<file path="src/rtl/mynios2_oci_trace_pkg.sv">
// Shared types and default constants for the OCI trace capture buffer.
// Imported by the RAM, the capture top and the bench.
package mynios2_oci_trace_pkg;

   localparam int DEF_DATA_W    = 30;
   localparam int DEF_COUNT_W   = 4;
   localparam int DEF_DEPTH     = 16;
   localparam int DEF_WRAP_MODE = 0;
   localparam int DEF_DROP_W    = 8;

   localparam int ENTRY_TAG_W  = DEF_COUNT_W;
   localparam int ENTRY_DATA_W = DEF_DATA_W;

   typedef enum logic [1:0] {
      IDLE    = 2'd0,
      CAPTURE = 2'd1,
      DRAIN   = 2'd2,
      DONE    = 2'd3
   } trace_state_t;

   // Tag sits above data, matching the {dct_count, dct_buffer} storage word.
   typedef struct packed {
      logic [ENTRY_TAG_W-1:0]  tag;
      logic [ENTRY_DATA_W-1:0] data;
   } trace_entry_t;

endpackage

</file>
<file path="src/rtl/mynios2_oci_trace_ram.sv">
// DEPTH x WIDTH register array: one synchronous write port and one
// asynchronous read port. Contents are not reset.
module mynios2_oci_trace_ram
   import mynios2_oci_trace_pkg::*;
#(
   parameter int DEPTH = DEF_DEPTH,
   parameter int WIDTH = DEF_DATA_W + DEF_COUNT_W
) (
   input  logic                     clk,
   input  logic                     we,
   input  logic [$clog2(DEPTH)-1:0] waddr,
   input  logic [WIDTH-1:0]         wdata,
   input  logic [$clog2(DEPTH)-1:0] raddr,
   output logic [WIDTH-1:0]         rdata
);

   logic [WIDTH-1:0] mem [DEPTH];

   always_ff @(posedge clk) begin
      if (we) begin
         mem[waddr] <= wdata;
      end
   end

   assign rdata = mem[raddr];

endmodule

</file>
<file path="src/rtl/mynios2_cpu_oci_trace_capture.sv">
// OCI trace capture: records dct frames while capturing, freezes on test_ending
// and drains the frozen contents oldest-first over a valid/ready read port.
module mynios2_cpu_oci_trace_capture
   import mynios2_oci_trace_pkg::*;
#(
   parameter int DATA_W    = DEF_DATA_W,
   parameter int COUNT_W   = DEF_COUNT_W,
   parameter int DEPTH     = DEF_DEPTH,
   parameter int WRAP_MODE = DEF_WRAP_MODE,
   parameter int DROP_W    = DEF_DROP_W
) (
   input  logic                       clk,
   input  logic                       reset,
   input  logic                       arm,
   input  logic                       dct_valid,
   input  logic [DATA_W-1:0]          dct_buffer,
   input  logic [COUNT_W-1:0]         dct_count,
   input  logic                       test_ending,
   input  logic                       test_has_ended,
   output logic                       rd_valid,
   input  logic                       rd_ready,
   output logic [DATA_W-1:0]          rd_data,
   output logic [COUNT_W-1:0]         rd_count,
   output logic [$clog2(DEPTH+1)-1:0] fill_level,
   output logic [DROP_W-1:0]          drop_count,
   output logic                       capturing,
   output logic                       done
);

   localparam int PTR_W   = $clog2(DEPTH);
   localparam int FILL_W  = $clog2(DEPTH+1);
   localparam int ENTRY_W = DATA_W + COUNT_W;
   localparam bit RING    = (WRAP_MODE != 0);

   trace_state_t state_q, state_d;

   logic [PTR_W-1:0]   wr_ptr_q;
   logic [PTR_W-1:0]   rd_ptr_q;
   logic [FILL_W-1:0]  fill_q;
   logic [DROP_W-1:0]  drop_q;
   logic [ENTRY_W-1:0] ram_rdata;

   logic full;
   logic empty;
   logic frame_in;
   logic wr_en;
   logic overwrite;
   logic drop_evt;
   logic pop;

   assign full  = (fill_q == FILL_W'(DEPTH));
   assign empty = (fill_q == '0);

   // A full buffer either drops the new frame or, in ring mode, evicts the
   // oldest entry; both cases count as a lost frame.
   assign frame_in  = (state_q == CAPTURE) && dct_valid;
   assign wr_en     = frame_in && (!full || RING);
   assign overwrite = frame_in && full && RING;
   assign drop_evt  = frame_in && full;

   // Read handshake: rd_valid depends only on state and occupancy, never on
   // rd_ready; an entry is consumed on a rising edge where rd_valid and
   // rd_ready are both high, and rd_data/rd_count hold until that edge.
   assign rd_valid = (state_q == DRAIN) && !empty;
   assign pop      = rd_valid && rd_ready;

   always_comb begin
      state_d = state_q;
      if (arm) begin
         state_d = CAPTURE;
      end else begin
         unique case (state_q)
            IDLE: state_d = IDLE;
            CAPTURE: begin
               if (test_has_ended) begin
                  state_d = DONE;
               end else if (test_ending) begin
                  state_d = DRAIN;
               end
            end
            DRAIN: begin
               if (test_has_ended || empty) begin
                  state_d = DONE;
               end
            end
            DONE: state_d = DONE;
            default: state_d = IDLE;
         endcase
      end
   end

   always_ff @(posedge clk) begin
      if (reset) begin
         state_q  <= IDLE;
         wr_ptr_q <= '0;
         rd_ptr_q <= '0;
         fill_q   <= '0;
         drop_q   <= '0;
      end else begin
         state_q <= state_d;
         if (arm) begin
            wr_ptr_q <= '0;
            rd_ptr_q <= '0;
            fill_q   <= '0;
            drop_q   <= '0;
         end else begin
            if (wr_en) begin
               wr_ptr_q <= wr_ptr_q + PTR_W'(1);
            end
            // Overwrite only happens in CAPTURE and pop only in DRAIN.
            if (overwrite || pop) begin
               rd_ptr_q <= rd_ptr_q + PTR_W'(1);
            end
            if (wr_en && !full) begin
               fill_q <= fill_q + FILL_W'(1);
            end else if (pop) begin
               fill_q <= fill_q - FILL_W'(1);
            end
            if (drop_evt && (drop_q != '1)) begin
               drop_q <= drop_q + DROP_W'(1);
            end
         end
      end
   end

   mynios2_oci_trace_ram #(
      .DEPTH (DEPTH),
      .WIDTH (ENTRY_W)
   ) u_ram (
      .clk   (clk),
      .we    (wr_en),
      .waddr (wr_ptr_q),
      .wdata ({dct_count, dct_buffer}),
      .raddr (rd_ptr_q),
      .rdata (ram_rdata)
   );

   // Gate the head entry so the port reads zero whenever nothing is offered.
   assign rd_data    = rd_valid ? ram_rdata[DATA_W-1:0] : '0;
   assign rd_count   = rd_valid ? ram_rdata[ENTRY_W-1:DATA_W] : '0;
   assign fill_level = fill_q;
   assign drop_count = drop_q;
   assign capturing  = (state_q == CAPTURE);
   assign done       = (state_q == DONE);

endmodule

</file>
<file path="config.mk">
export PLATFORM = sky130hd
export DESIGN_NAME = mynios2_cpu_oci_trace_capture
export DESIGN_NICKNAME = d
export VERILOG_FILES = /design/src/rtl/mynios2_oci_trace_pkg.sv /design/src/rtl/mynios2_oci_trace_ram.sv /design/src/rtl/mynios2_cpu_oci_trace_capture.sv
export SDC_FILE = /design/constraint.sdc
export NUM_CORES = 1
export LEC_CHECK = 0
export BUFFER_PORTS_ARGS = -buffer_cell sky130_fd_sc_hd__buf_2
export CAP_MARGIN = 20
export CORE_MARGIN = 2
export CORE_UTILIZATION = 55
export CTS_CLUSTER_SIZE = 16
export DETAILED_ROUTE_END_ITERATION = 12
export PLACE_DENSITY = 0.85
export SYNTH_ARGS = -nofsm -noshare
export SYNTH_HDL_FRONTEND = slang
export SYNTH_SLANG_ARGS = --single-unit
</file>
<file path="constraint.sdc">
create_clock -name clk -period 4.4 [get_ports clk]
set_input_delay 0.88 -clock clk [delete_from_list [all_inputs] [get_ports clk]]
set_output_delay 0.88 -clock clk [all_outputs]
set_load 0.02 [all_outputs]
</file>
; ---- Word level (Yosys, flattened, before mapping)
; Memory sizes are Yosys's and may differ from the RTL's. A register that Yosys moved wholly into a read port is not among the register bits.
; Cells that the tools add are included.
[totals]
in_bits = 41
out_inout_bits = 50
register_bits = 23
elab_cells = 50
n_memories = 1
ram_bits = 544
[mem_list]
columns = memory, words, word_bits, rd, rd_clocked_by_memory_dff, wr, line
row1 = u_ram.mem, 16, 34, 1, 1, 1, mynios2_oci_trace_ram.sv:17  ; logic [WIDTH-1:0] mem [DEPTH];
[op_classes]
n_eq_ne = 9
n_mux = 13
addsub = 5
n_reduce_logical = 16
[op_table]
columns = op, count
row1 = 30-bit 2-to-1 mux, 1
row2 = 4-bit 2-to-1 mux, 3
row3 = 5-bit 2-to-1 mux, 2
row4 = 4-bit by 1-bit adder with 4-bit output (second input constant), 2
row5 = 8-bit by 1-bit adder with 8-bit output (second input constant), 1
row6 = 8-bit inequality test (second input constant), 1
row7 = 2-bit case mux with 4 select lines, 1
row8 = 1-bit logical AND, 7
row9 = 2-bit 2-to-1 mux, 3
row10 = 5-bit by 1-bit adder with 5-bit output (second input constant), 1
row11 = 5-bit equality test (second input constant), 1
row12 = 5-bit zero test, 1
row13 = 5-bit by 1-bit subtractor with 5-bit output (second input constant), 1
row14 = 2-bit equality test (second input constant), 2
row15 = 4-bit inequality test (second input constant), 1
row16 = 2-bit AND reduction, 2
row17 = 1-bit 2-to-1 mux, 3
row18 = 3-bit by 2-bit inequality test with 1-bit output (second input constant), 1
row19 = 3-bit inequality test (second input constant), 1
row20 = 2-bit by 1-bit equality test with 1-bit output (second input constant), 1
row21 = 1-bit zero test, 2
row22 = 2-bit zero test, 1
row23 = 2-bit by 1-bit inequality test with 1-bit output (second input constant), 1
row24 = 2-bit nonzero test, 1
row25 = other kinds (2), 2

; ---- Longest topological paths before layout
[logic_depth]
word_depth = 6
mapped_depth = 8
mapped_depth_nobuf = 7

; ---- By module
; Synthesis repeated with hierarchy kept, for this count alone.
[hier_totals]
hier_cells = 1039
hier_area_um2 = 21889.7
[modules_own_cells]
columns = module, cells_each, seq_area_each_um2, n_inst, area_per_inst_um2
row1 = mynios2_oci_trace_ram, 854, 16335.7, 1, 20395.8
row2 = mynios2_cpu_oci_trace_capture, 185, 460.4, 1, 1493.9

; ---- Worst setup path before layout
; OpenSTA, ideal clock, no wires.
[synth_path]
path_type = input to register
from = input dct_valid
to = memory u_ram.mem[0][0] (netlist name), enable pin
cell_stages = 6
required_time_ns = 3.932
arrival_ns = 3.862
path_buffers = 1
setup_slack_ns = 0.070
setup_ns = 0.468
path_cell_list = and3b_1 > buf_2 > o21ai_4 > inv_2 > nand2_1 > nor3_1
[synth_between]
elab_chain_cells = 4
[synth_rtl]
columns = element, line
row1 = from (decl), mynios2_cpu_oci_trace_capture.sv:15  ; input logic dct_valid,
row2 = 1-bit logical AND, mynios2_cpu_oci_trace_capture.sv:56  ; assign frame_in = (state_q == CAPTURE) && dct_valid;
row3 = 1-bit logical AND, mynios2_cpu_oci_trace_capture.sv:57  ; assign wr_en = frame_in && (!full || RING);
row4 = named net u_ram.we, mynios2_oci_trace_ram.sv:10  ; input logic we,
row5 = 1-bit 2-to-1 mux, mynios2_oci_trace_ram.sv:20  ; if (we) begin
row6 = 1-bit 2-to-1 mux (not written as such), mynios2_oci_trace_ram.sv:21  ; mem[waddr] <= wdata;
row7 = to (decl), mynios2_oci_trace_ram.sv:17
; The timed path passes the listed nets, and every way through them passes these cells.

; ---- Final worst setup path
[layout_path]
from = register fill_q[4], in the netlist fill_level[4]
to = output rd_data[4]
[layout_between]
elab_chain_cells = 4
[layout_rtl]
columns = element, line
row1 = from (decl), mynios2_cpu_oci_trace_capture.sv:39  ; logic [FILL_W-1:0] fill_q;
row2 = from (signal assigned), mynios2_cpu_oci_trace_capture.sv:115  ; fill_q <= fill_q + FILL_W'(1);
row3 = from (signal assigned), mynios2_cpu_oci_trace_capture.sv:117  ; fill_q <= fill_q - FILL_W'(1);
row4 = 5-bit zero test, mynios2_cpu_oci_trace_capture.sv:52  ; assign empty = (fill_q == '0);
row5 = 1-bit zero test, mynios2_cpu_oci_trace_capture.sv:64  ; assign rd_valid = (state_q == DRAIN) && !empty;
row6 = 1-bit logical AND, mynios2_cpu_oci_trace_capture.sv:64
row7 = 30-bit 2-to-1 mux, mynios2_cpu_oci_trace_capture.sv:139  ; assign rd_data = rd_valid ? ram_rdata[DATA_W-1:0] : '0;
row8 = to (decl), mynios2_cpu_oci_trace_capture.sv:22  ; output logic [DATA_W-1:0] rd_data,
; Every way passes these cells.

==> impl_metrics.csv <==
group,metric,value,unit
detailed_routing,wl_per_cell,28.02,µm
clock_tree,cts_buffer_depth,3,
synthesis,ys_warn_count,0,
placement,hpwlAfterDp,26740,µm
flow_run,max-cap-violations,0,
global_route,grt_pass1_vias,11546,
clock_tree,cts_tree,"built",
synthesis,synth_area,22170,µm²
synthesis,synth_top_area_share,73.67,%
synthesis,ys.flop_type,"edfxtp_1",
power_and_ir_drop,powerDensity,435.4,nW/µm²
timing,setup_violations,0,
placement,dpl_cell_area,23560,µm²
timing,slew_headroom,41.26,%
global_route,grt_overflow_total,0,
placement,gp_congestion,0.7691,
timing,drv_slew,0,
detailed_routing,ant_nets,0,
synthesis,yosysSeqAreaShare,76.11,%
global_route,antenna_found_initial,2,
timing,hold_slack,0.4964,ns
synthesis,synth_edf_count,544,
critical_path,cp-start-kind,"flop",
global_route,busiest_layer,"met2",
critical_path,path_class,"reg2out",
floorplan,num_rows,73,
clock_tree,postCtsSetupRepairBufs,0,
timing,fin_crit_sh,87.65,%
clock_tree,root_buffer,"clkbuf_16",
synthesis,synth_cells,1047,
power_and_ir_drop,p_leak,7.944,nW
global_route,grt_max_degree,44,
timing,period_minus_slack,3.857,ns
global_route,grt_pass1_wl,72950,µm
detailed_routing,drtIter0Drc,1197,
critical_path,cp.arrival,2.98,ns
detailed_routing,routed_wl,49120,µm
clock_tree,cts.sinks,571,
placement,dp_cells,1651,
synthesis,synthTopCellsByArea,"edfxtp_1 (74%), mux4_2 (14%), dfxtp_1 (2.4%)",
global_route,grt_use_met3,4.645,%
detailed_routing,vias,11154,
timing,rsz0062_at_grt,"false",
synthesis,synthArstFlopShare,0,%
floorplan,die_h,204.8,µm
layout,drive_gt1_share,33.58,%
layout,finalInstanceArea,25460,µm²
global_route,use_met1,32.73,%
global_route,track_usage,24.03,%
layout,post_layout_nonfiller_instances,1753,
clock_tree,cts_buffers,54,
placement,port_buffers,90,
timing,fmax,259.3,MHz
clock_tree,holdBufCountCts,0,
timing,worstMarginPinSlew,0.8791,ns
floorplan,core,39730,µm²
critical_path,required,3.52,ns
synthesis,synth_area_leader_cell,"edfxtp_1",
floorplan,start_util,55.81,%
power_and_ir_drop,power.total,11.08,mW
detailed_routing,firstDrtPassIters,5,
min_path,hold_path.class,"reg2reg",
synthesis,synth_common_cells,"edfxtp_1 (544), mux4_2 (136), nand2_1 (51)",
layout,final_nets,1234,
clock_tree,cts_resized,0,
floorplan,die-area,41940,µm²
global_route,use_met2,39.77,%
critical_path,setup.worst_path.end_class,"output pin",
timing,hold_viol_final,0,
outcome,outcome,"completed",
synthesis,synth_cell_types,48,
clock_tree,htreeDepth,2,
detailed_routing,avgViaCountPerCell,6.363,
synthesis,ys_ff_latch,571,
synthesis,syn_area_per_cell,21.18,µm²
layout,syn2layout_area_growth,14.82,%
clock_tree,clk_pin_slew,0.06,ns
floorplan,dieWidth,204.8,µm
critical_path,cp_max_fo,13,
floorplan,io_pins,91,
detailed_routing,route.detailed.drc,0,
timing,fin_tns_setup,0,ns
synthesis,syn_nets,1099,
clock_tree,clk_latency,0.59,ns
synthesis,synth_most_common_cell,"edfxtp_1",
layout,fillCellCount,2518,
timing,fin_skew,0.02082,ns
power_and_ir_drop,irDropWorstVdd,0.2644,mV
power breakdown:
| part | internal (mW) | switching (mW) |
|---|---|---|
| clock | 2.96 | 1.97 |
| combinational | 0.0551 | 0.131 |
| sequential | 5.96 | 0.00939 |
state kept, by name, indices dropped and copies added (netlist names), named ones only:
| register | flops |
|---|---|
| drop_count | 8 |
| fill_level | 5 |
| u_ram.mem | 544 |
| wr_ptr_q | 4 |
| rd_ptr_q | 4 |
| state_q | 2 |
per-layer routing:
layer	part of all wire (%)	vias up	routed length (µm)
met4	2.5	4	1218
met1	39	5870	19040
met2	51	587	24930
met3	7.9	91	3899
met5	0.053	-	26
li1	-	4602	-
cells by family after synthesis:
group / share of synthesized area (%)
simple gates: 2.646
fa+ha+maj: 0.6546
flops: 76.11
xor+xnor: 0.1975
compound gates: 2.071
mux: 17.17
buf+inv: 1.157
cell usage in the layout, fill, tap and decap left out, types with 6 or more instances in the layout:
master,n
a21oi_1,15
buf_12,7
buf_2,90
buf_4,32
bufinv_16,11
clkbuf_1,11
clkbuf_16,54
clkinv_1,7
clkinv_2,9
dfxtp_1,24
edfxtp_1,544
ha_1,10
inv_1,6
mux2_2,34
mux2i_1,36
mux4_2,136
nand2_1,51
nand3_1,8
nor2_1,10
nor2_4,12
o21ai_0,43
or3_1,8
worst paths after layout:
check                                           startpoint                         end  slack (ns)  cells after the start
worst max-delay path            fill_level[4]$_SDFFE_PP0P_                  rd_data[4]        0.54                      5
worst min-delay path              rd_ptr_q[3]$_SDFFE_PP0P_                        flop        0.50                      2
worst max register to register  fill_level[1]$_SDFFE_PP0P_  fill_level[4]$_SDFFE_PP0P_        1.16                      7
worst min register to register    rd_ptr_q[3]$_SDFFE_PP0P_                        flop        0.50                      2
per-stage QoR:
| step | utilization, % | worst slack, ns |
|---|---|---|
| after detailed placement | 59.31 | 1.120 |
| final | 64.08 | 0.5433 |
| after CTS | 64.07 | 0.5105 |
| after global placement | 59.31 | 1.169 |
| after global routing | 64.07 | 0.3461 |
| after floorplan | - | 0.07012 |
area by class of cell:
type	instances	area (µm²)	share of cell area, %
flip-flops and latches	571	16890	66.33
multi-input cells	418	5159	20.26
clock buffers	68	1434	5.632
repair buffers	129	830.8	3.263
well taps	525	656.9	2.580
clock inverters	33	459.2	1.804
inverters	8	30.03	0.1179
diodes	1	2.502	0.009829
critical path: stages, from the launching register on:
cell and delay [ns]:
dfxtp_1 0.50, inv_2 0.18, a21oi_1 0.19, nand2_1 0.52, o21ai_0 0.72, buf_2 0.28
No activity file was read; power rests on OpenSTA's default activity.
